==> src/rtl/sram_burst_ctrl.sv <==
// Burst SRAM access controller: one read/write request of 1..2**LEN_W-1 words, each held WAIT_STATES cycles.
// Optional start-time address range check is enabled with `define SRAM_BURST_CTRL_BOUND_CHK_EN.
module sram_burst_ctrl #(
  parameter int ADDR_W      = 16,
  parameter int DATA_W      = 32,
  parameter int WAIT_STATES = 3,
  parameter int LEN_W       = 5
) (
  input  logic              clk,
  input  logic              rst,
  input  logic              start,
  input  logic              writemode,
  input  logic [ADDR_W-1:0] i_address,
  input  logic [LEN_W-1:0]  i_len,
  input  logic [DATA_W-1:0] i_w_data,
  output logic              w_next,
  output logic [DATA_W-1:0] i_r_data,
  output logic              r_valid,
  output logic              busy,
  output logic              io_done,
  output logic              err,
  output logic              read_enable,
  output logic              write_enable,
  output logic [ADDR_W-1:0] address,
  output logic [DATA_W-1:0] w_data,
  input  logic [DATA_W-1:0] r_data
);

  // state  | meaning
  // IDLE   | waiting for start, enables low
  // ACCESS | one word on the SRAM port for WAIT_STATES cycles
  // GAP    | one idle cycle between words, address advances
  // DONE   | request finished, io_done pulse
  // ERR    | request rejected by range check, err + io_done pulse
  localparam logic [2:0] IDLE   = 3'd0;
  localparam logic [2:0] ACCESS = 3'd1;
  localparam logic [2:0] GAP    = 3'd2;
  localparam logic [2:0] DONE   = 3'd3;
  localparam logic [2:0] ERR    = 3'd4;

  localparam int WC_W = (WAIT_STATES > 1) ? $clog2(WAIT_STATES) : 1;
  localparam logic [WC_W-1:0] WAIT_LOAD = WC_W'(WAIT_STATES - 1);

  logic [2:0]       state;
  logic             mode;
  logic [WC_W-1:0]  wait_cnt;
  logic [LEN_W-1:0] word_cnt;
  logic [LEN_W-1:0] len_m1;

  // word_cnt holds the number of words still to go after the current one
  assign len_m1 = (i_len == '0) ? '0 : i_len - 1'b1;
  assign busy   = (state != IDLE);

`ifdef SRAM_BURST_CTRL_BOUND_CHK_EN
  logic [ADDR_W:0] last_addr;
  logic            out_of_range;
  assign last_addr    = {1'b0, i_address} + (ADDR_W+1)'(len_m1);
  assign out_of_range = last_addr[ADDR_W];
`else
  assign err = 1'b0;
`endif

  always_ff @(posedge clk) begin
    if (rst) begin
      state        <= IDLE;
      mode         <= 1'b0;
      wait_cnt     <= '0;
      word_cnt     <= '0;
      w_next       <= 1'b0;
      i_r_data     <= '0;
      r_valid      <= 1'b0;
      io_done      <= 1'b0;
      read_enable  <= 1'b0;
      write_enable <= 1'b0;
      address      <= '0;
      w_data       <= '0;
`ifdef SRAM_BURST_CTRL_BOUND_CHK_EN
      err          <= 1'b0;
`endif
    end else begin
      w_next  <= 1'b0;
      r_valid <= 1'b0;
      io_done <= 1'b0;
`ifdef SRAM_BURST_CTRL_BOUND_CHK_EN
      err     <= 1'b0;
`endif
      case (state)
        IDLE: begin
          if (start) begin
            mode     <= writemode;
            address  <= i_address;
            word_cnt <= len_m1;
            wait_cnt <= WAIT_LOAD;
`ifdef SRAM_BURST_CTRL_BOUND_CHK_EN
            if (out_of_range) begin
              state   <= ERR;
              err     <= 1'b1;
              io_done <= 1'b1;
            end else
`endif
            begin
              state        <= ACCESS;
              read_enable  <= ~writemode;
              write_enable <= writemode;
              if (writemode) begin
                w_data <= i_w_data;
                w_next <= 1'b1;
              end
            end
          end
        end
        ACCESS: begin
          if (wait_cnt == '0) begin
            read_enable  <= 1'b0;
            write_enable <= 1'b0;
            r_valid      <= ~mode;
            if (!mode) i_r_data <= r_data;
            if (word_cnt != '0) begin
              state    <= GAP;
              address  <= address + 1'b1;
              word_cnt <= word_cnt - 1'b1;
            end else begin
              state   <= DONE;
              io_done <= 1'b1;
            end
          end else begin
            wait_cnt <= wait_cnt - 1'b1;
          end
        end
        GAP: begin
          state        <= ACCESS;
          wait_cnt     <= WAIT_LOAD;
          read_enable  <= ~mode;
          write_enable <= mode;
          if (mode) begin
            w_data <= i_w_data;
            w_next <= 1'b1;
          end
        end
        DONE, ERR: state <= IDLE;
        default:   state <= IDLE;
      endcase
    end
  end

endmodule

==> config.mk <==
export PLATFORM = sky130hd
export DESIGN_NAME = sram_burst_ctrl
export DESIGN_NICKNAME = d
export VERILOG_FILES = /design/src/rtl/sram_burst_ctrl.sv
export SDC_FILE = /design/constraint.sdc
export NUM_CORES = 1
export LEC_CHECK = 0
export BUFFER_PORTS_ARGS = -buffer_cell sky130_fd_sc_hd__clkbuf_2
export CAP_MARGIN = 20
export CELL_PAD_IN_SITES_DETAIL_PLACEMENT = 2
export CELL_PAD_IN_SITES_GLOBAL_PLACEMENT = 2
export CORE_MARGIN = 2
export CORE_UTILIZATION = 28
export DETAILED_ROUTE_END_ITERATION = 7
export HOLD_SLACK_MARGIN = 0.15
export PLACE_DENSITY = 0.84
export SLEW_MARGIN = 20
export SYNTH_ARGS = -nofsm -noshare
export SYNTH_HDL_FRONTEND = slang
export SYNTH_SLANG_ARGS = --single-unit
==> constraint.sdc <==
create_clock -name clk -period 5 [get_ports clk]
set_clock_uncertainty 0.05 [all_clocks]
set_input_delay 1 -clock clk [delete_from_list [all_inputs] [get_ports clk]]
set_output_delay 1 -clock clk [all_outputs]
set_load 0.02 [all_outputs]
==> impl_metrics.prom <==
# TYPE chip_impl_metric gauge
chip_impl_metric{name="rows",unit=""} 44
chip_impl_metric{name="synth_seq_cells",unit=""} 95
chip_impl_metric{name="io_pins",unit=""} 176
chip_impl_metric{name="leakage",unit="nW"} 2.31
chip_impl_metric{name="cellInternalPower",unit="mW"} 1.91
chip_impl_metric{name="portBuffers",unit=""} 174
chip_impl_metric{name="global_route.usage.total",unit="%"} 18.4
chip_impl_metric{name="preCtsSetupSlack",unit="ns"} 1.81
chip_impl_info{name="cts-root-buf",value="clkbuf_16"} 1
chip_impl_metric{name="drt-wirelength-per-cell",unit="um"} 17.0
chip_impl_metric{name="synth_fp_nets",unit=""} 615
chip_impl_metric{name="fillCellCount",unit=""} 1698
chip_impl_metric{name="max_freq",unit="MHz"} 305
chip_impl_metric{name="post-route-worst-setup-slack",unit="ns"} 1.72
chip_impl_metric{name="fin_tns_setup",unit="ns"} 0
chip_impl_info{name="crit_path_cell_trace",value="inv_1, ha_1, inv_1, a211o_1, or2_4, a22oi_1, o22ai_1"} 1
chip_impl_metric{name="setup_viol",unit=""} 0
chip_impl_metric{name="fp.dieW",unit="um"} 125
chip_impl_metric{name="worstPathBufferInverterCount",unit=""} 2
chip_impl_metric{name="routabilityCongestion",unit=""} 0.766
chip_impl_metric{name="crit_path_max_fanout",unit=""} 22
chip_impl_metric{name="die_height",unit="um"} 125
chip_impl_metric{name="power.clock.fraction",unit="%"} 22.5
chip_impl_metric{name="clock_tree.buffer_depth",unit=""} 2
chip_impl_metric{name="slew_headroom",unit="%"} 29.2
chip_impl_metric{name="drt-initial-drc-count",unit=""} 105
chip_impl_info{name="dominantRegCellSynth",value="dfxtp_1"} 1
chip_impl_metric{name="grt_pass1_vias",unit=""} 4706
chip_impl_metric{name="critical_path_depth",unit=""} 7
chip_impl_metric{name="final.period_utilization",unit="%"} 65.6
chip_impl_metric{name="finalInstanceArea",unit="um2"} 5400
chip_impl_info{name="grt_setup_unrepaired",value="false"} 1
chip_impl_metric{name="numClockSinks",unit=""} 95
chip_impl_metric{name="cts_hold_buffers",unit=""} 0
chip_impl_metric{name="postSynthCellCount",unit=""} 518
chip_impl_info{name="tritoncts",value="yes"} 1
chip_impl_metric{name="powerDensity",unit="nW/um2"} 631
chip_impl_metric{name="grt-ovfl-total",unit=""} 0
chip_impl_metric{name="period_needed",unit="ns"} 3.28
chip_impl_metric{name="synth-seq-area-share",unit="%"} 46.3
chip_impl_info{name="critical_path.most_common_cell",value="inv_1"} 1
chip_impl_metric{name="floorplan.die_area",unit="um2"} 15700
chip_impl_metric{name="drv_cap",unit=""} 0
chip_impl_metric{name="routed-via-count",unit=""} 4263
chip_impl_metric{name="p_seq_share",unit="%"} 34.4
chip_impl_metric{name="design_power_total",unit="mW"} 3.40
chip_impl_metric{name="switching_portion_of_total_power",unit="%"} 43.9
chip_impl_metric{name="cts_inserted_buffers",unit=""} 9
chip_impl_metric{name="post_place_cell_area",unit="um2"} 5060
chip_impl_metric{name="dr.pass1.iters",unit=""} 4
chip_impl_metric{name="synthArstFlopShare",unit="%"} 0
chip_impl_metric{name="combinationalPowerShare",unit="%"} 43.1
chip_impl_info{name="timing.critical_path.max_delay_family",value="compound AO/OA/AOI/OAI gates"} 1
chip_impl_metric{name="ys_warn_count",unit=""} 0
chip_impl_metric{name="htree_levels",unit=""} 3
chip_impl_metric{name="grt_max_degree",unit=""} 99
chip_impl_metric{name="final-instance-count-excl-fill",unit=""} 859
chip_impl_metric{name="syn_avg_cell_area",unit="um2"} 7.93
chip_impl_metric{name="max-vdd-ir-drop",unit="mV"} 0.208
chip_impl_metric{name="synth_area",unit="um2"} 4110
chip_impl_info{name="synth_top_cell_by_area",value="dfxtp_1"} 1
chip_impl_metric{name="worst_setup_hold_path_clk_slew",unit="ns"} 0.07
chip_impl_metric{name="req_time_crit_path",unit="ns"} 5.13
chip_impl_metric{name="drc_errors",unit=""} 0
chip_impl_metric{name="timing.critical_path.slowest_cell_delay",unit="ns"} 0.65
chip_impl_metric{name="r2r_cells",unit=""} 7
chip_impl_metric{name="grt_pass1_wl",unit="um"} 23700
chip_impl_metric{name="grt_antenna_before_repair",unit=""} 0
chip_impl_metric{name="num-nets-final",unit=""} 767
chip_impl_metric{name="p_sw",unit="mW"} 1.49
chip_impl_info{name="crit_type",value="reg2reg"} 1
chip_impl_metric{name="post_cts_resize_count",unit=""} 0
chip_impl_metric{name="starting_utilization_of_the_core_area",unit="%"} 28.5
chip_impl_metric{name="vias_per_cell",unit=""} 4.96
chip_impl_metric{name="area.growth.synth_to_final",unit="%"} 31.4
chip_impl_info{name="outcome",value="finished, final reports clean"} 1
chip_impl_metric{name="ant_nets",unit=""} 0
chip_impl_info{name="timing.hold.worst.class",value="reg2reg"} 1
chip_impl_metric{name="post_synth_num_cell_types",unit=""} 51
chip_impl_info{name="timing.critical_path.to_type",value="flip-flop"} 1
chip_impl_metric{name="arrival",unit="ns"} 3.41
chip_impl_metric{name="place.detailed.instances",unit=""} 843
chip_impl_metric{name="antennaDiodeCount",unit=""} 0
chip_impl_info{name="crit_path_start_kind",value="flip-flop"} 1
chip_impl_metric{name="worst_slew_pin_slew",unit="ns"} 1.06
chip_impl_metric{name="core_area",unit="um2"} 14400
chip_impl_metric{name="edff_count_synth",unit=""} 0
chip_impl_metric{name="hold_path_depth",unit=""} 2
chip_impl_info{name="synth.top_cells.by_area",value="dfxtp_1 46%, nand2_1 14%, a21oi_1 11%, ha_1 2.4%, nor2_1 2.3%"} 1
chip_impl_metric{name="place.detailed.hpwl",unit="um"} 10800
chip_impl_info{name="crit_slowest_cell",value="ha_1"} 1
chip_impl_metric{name="post-cts-setup-buffers",unit=""} 0
chip_impl_metric{name="final-max-slew-violation-count",unit=""} 0
chip_impl_metric{name="post-synth-top-area-fraction",unit="%"} 46.3
chip_impl_metric{name="layout-drive-gt1-share",unit="%"} 30.8
chip_impl_metric{name="drt_wl_total",unit="um"} 14600
chip_impl_metric{name="hold_viol",unit=""} 0
chip_impl_metric{name="worstSkewPairLatency",unit="ns"} 0.34
-- synth_stat cells (5+ instances only) --
library cell	number
nand2_1	148
ha_1	8
o21ai_0	11
buf_6	5
inv_1	13
nor2_1	25
nor3_1	7
o22ai_1	5
nand3_1	8
a32oi_1	10
a211oi_1	5
clkbuf_1	24
dfxtp_1	95
a21oi_1	87
-- worst register-to-register path: cells and delay by family (launching register included) --
kind	cells	cell delay, ns
simple gates	1	0.43
flops	1	0.35
fa+ha+maj	1	0.65
buf+inv	2	0.69
compound gates	3	0.95
-- layer usage --
metal	wire length, um	global-route usage, %
met2	7590	34.3
met1	6040	20.3
met3	853	5.22
met5	0	0
met4	164	5.10
-- stage by stage --
| step | utilization [%] | hold WS (ns) |
|---|---|---|
| after floorplan | - | 0.408 |
| after global placement | 35.1 | 0.391 |
| after detailed placement | 35.1 | 0.403 |
| after CTS | 37.4 | 0.413 |
| after global routing | 37.4 | 0.434 |
| final | 37.4 | 0.407 |
-- cells in the final DEF, fill, tap and decap left out, types with 3 or more instances in the layout --
cell and n:
clkbuf_2 173, nand2_1 148, dfxtp_1 95, a21oi_1 87, nor2_1 24, inv_1 13, o21ai_0 11, a32oi_1 10
clkbuf_16 9, nand3_1 8, ha_1 8, nor3_1 7, o22ai_1 5, nand4_1 4, a211oi_1 4, a22oi_1 4
nor2b_1 3, and2_1 3, nor4_1 3, a31oi_1 3, o31ai_1 3, buf_4 3
-- cells by family (layout without fill, tap and decap cells) --
family / Yosys count / after routing / synth area share (%)
muxes: 1 / 1 / 0.244
buffers and inverters: 48 / 205 / 5.48
AOI/OAI and AO/OA: 140 / 140 / 20.4
DFF: 95 / 95 / 46.3
adders and majority gates: 8 / 8 / 2.44
and+or+nand+nor: 223 / 223 / 24.6
other: 1 / 1 / 0.0913
xor gates and xnor gates: 2 / 2 / 0.427
-- path summary, 6_finish.rpt --
path	endpoint	startpoint	slack (ns)
max	address[7]	state[1]	1.72
min	i_r_data[0]	i_r_data[0]	0.41
max reg2reg	address[7]	state[1]	1.72
min reg2reg	i_r_data[0]	i_r_data[0]	0.41
-- power groups by stage --
stage,clock (mW),sequential [mW],combinational (mW)
global route,0.815,1.20,1.61
global placement,0,1.16,1.41
CTS,0.786,1.17,1.49
floorplan,0,1.37,0.814
detailed placement,0,1.18,1.48
finish,0.766,1.17,1.47
-- flip-flops by register name (all words and copies together), names as in the netlist --
register / flops
w_next: 1
i_r_data: 32
w_data: 32
io_done: 1
r_valid: 1
mode: 1
state: 2
address: 16
wait_cnt: 2
write_enable: 1
read_enable: 1
word_cnt: 5
-- final cells by class --
| type | instances | area (um2) | share of cell area, % |
|---|---|---|---|
| clock buffers | 10 | 239 | 4.43 |
| clock inverters | 6 | 92.6 | 1.72 |
| inverters | 13 | 48.8 | 0.904 |
| well taps | 184 | 230 | 4.27 |
| flip-flops and latches | 95 | 1900 | 35.3 |
| multi-input cells | 375 | 1990 | 37.0 |
| repair buffers | 176 | 888 | 16.5 |
Note: power is estimated with default switching activity, not from simulation.
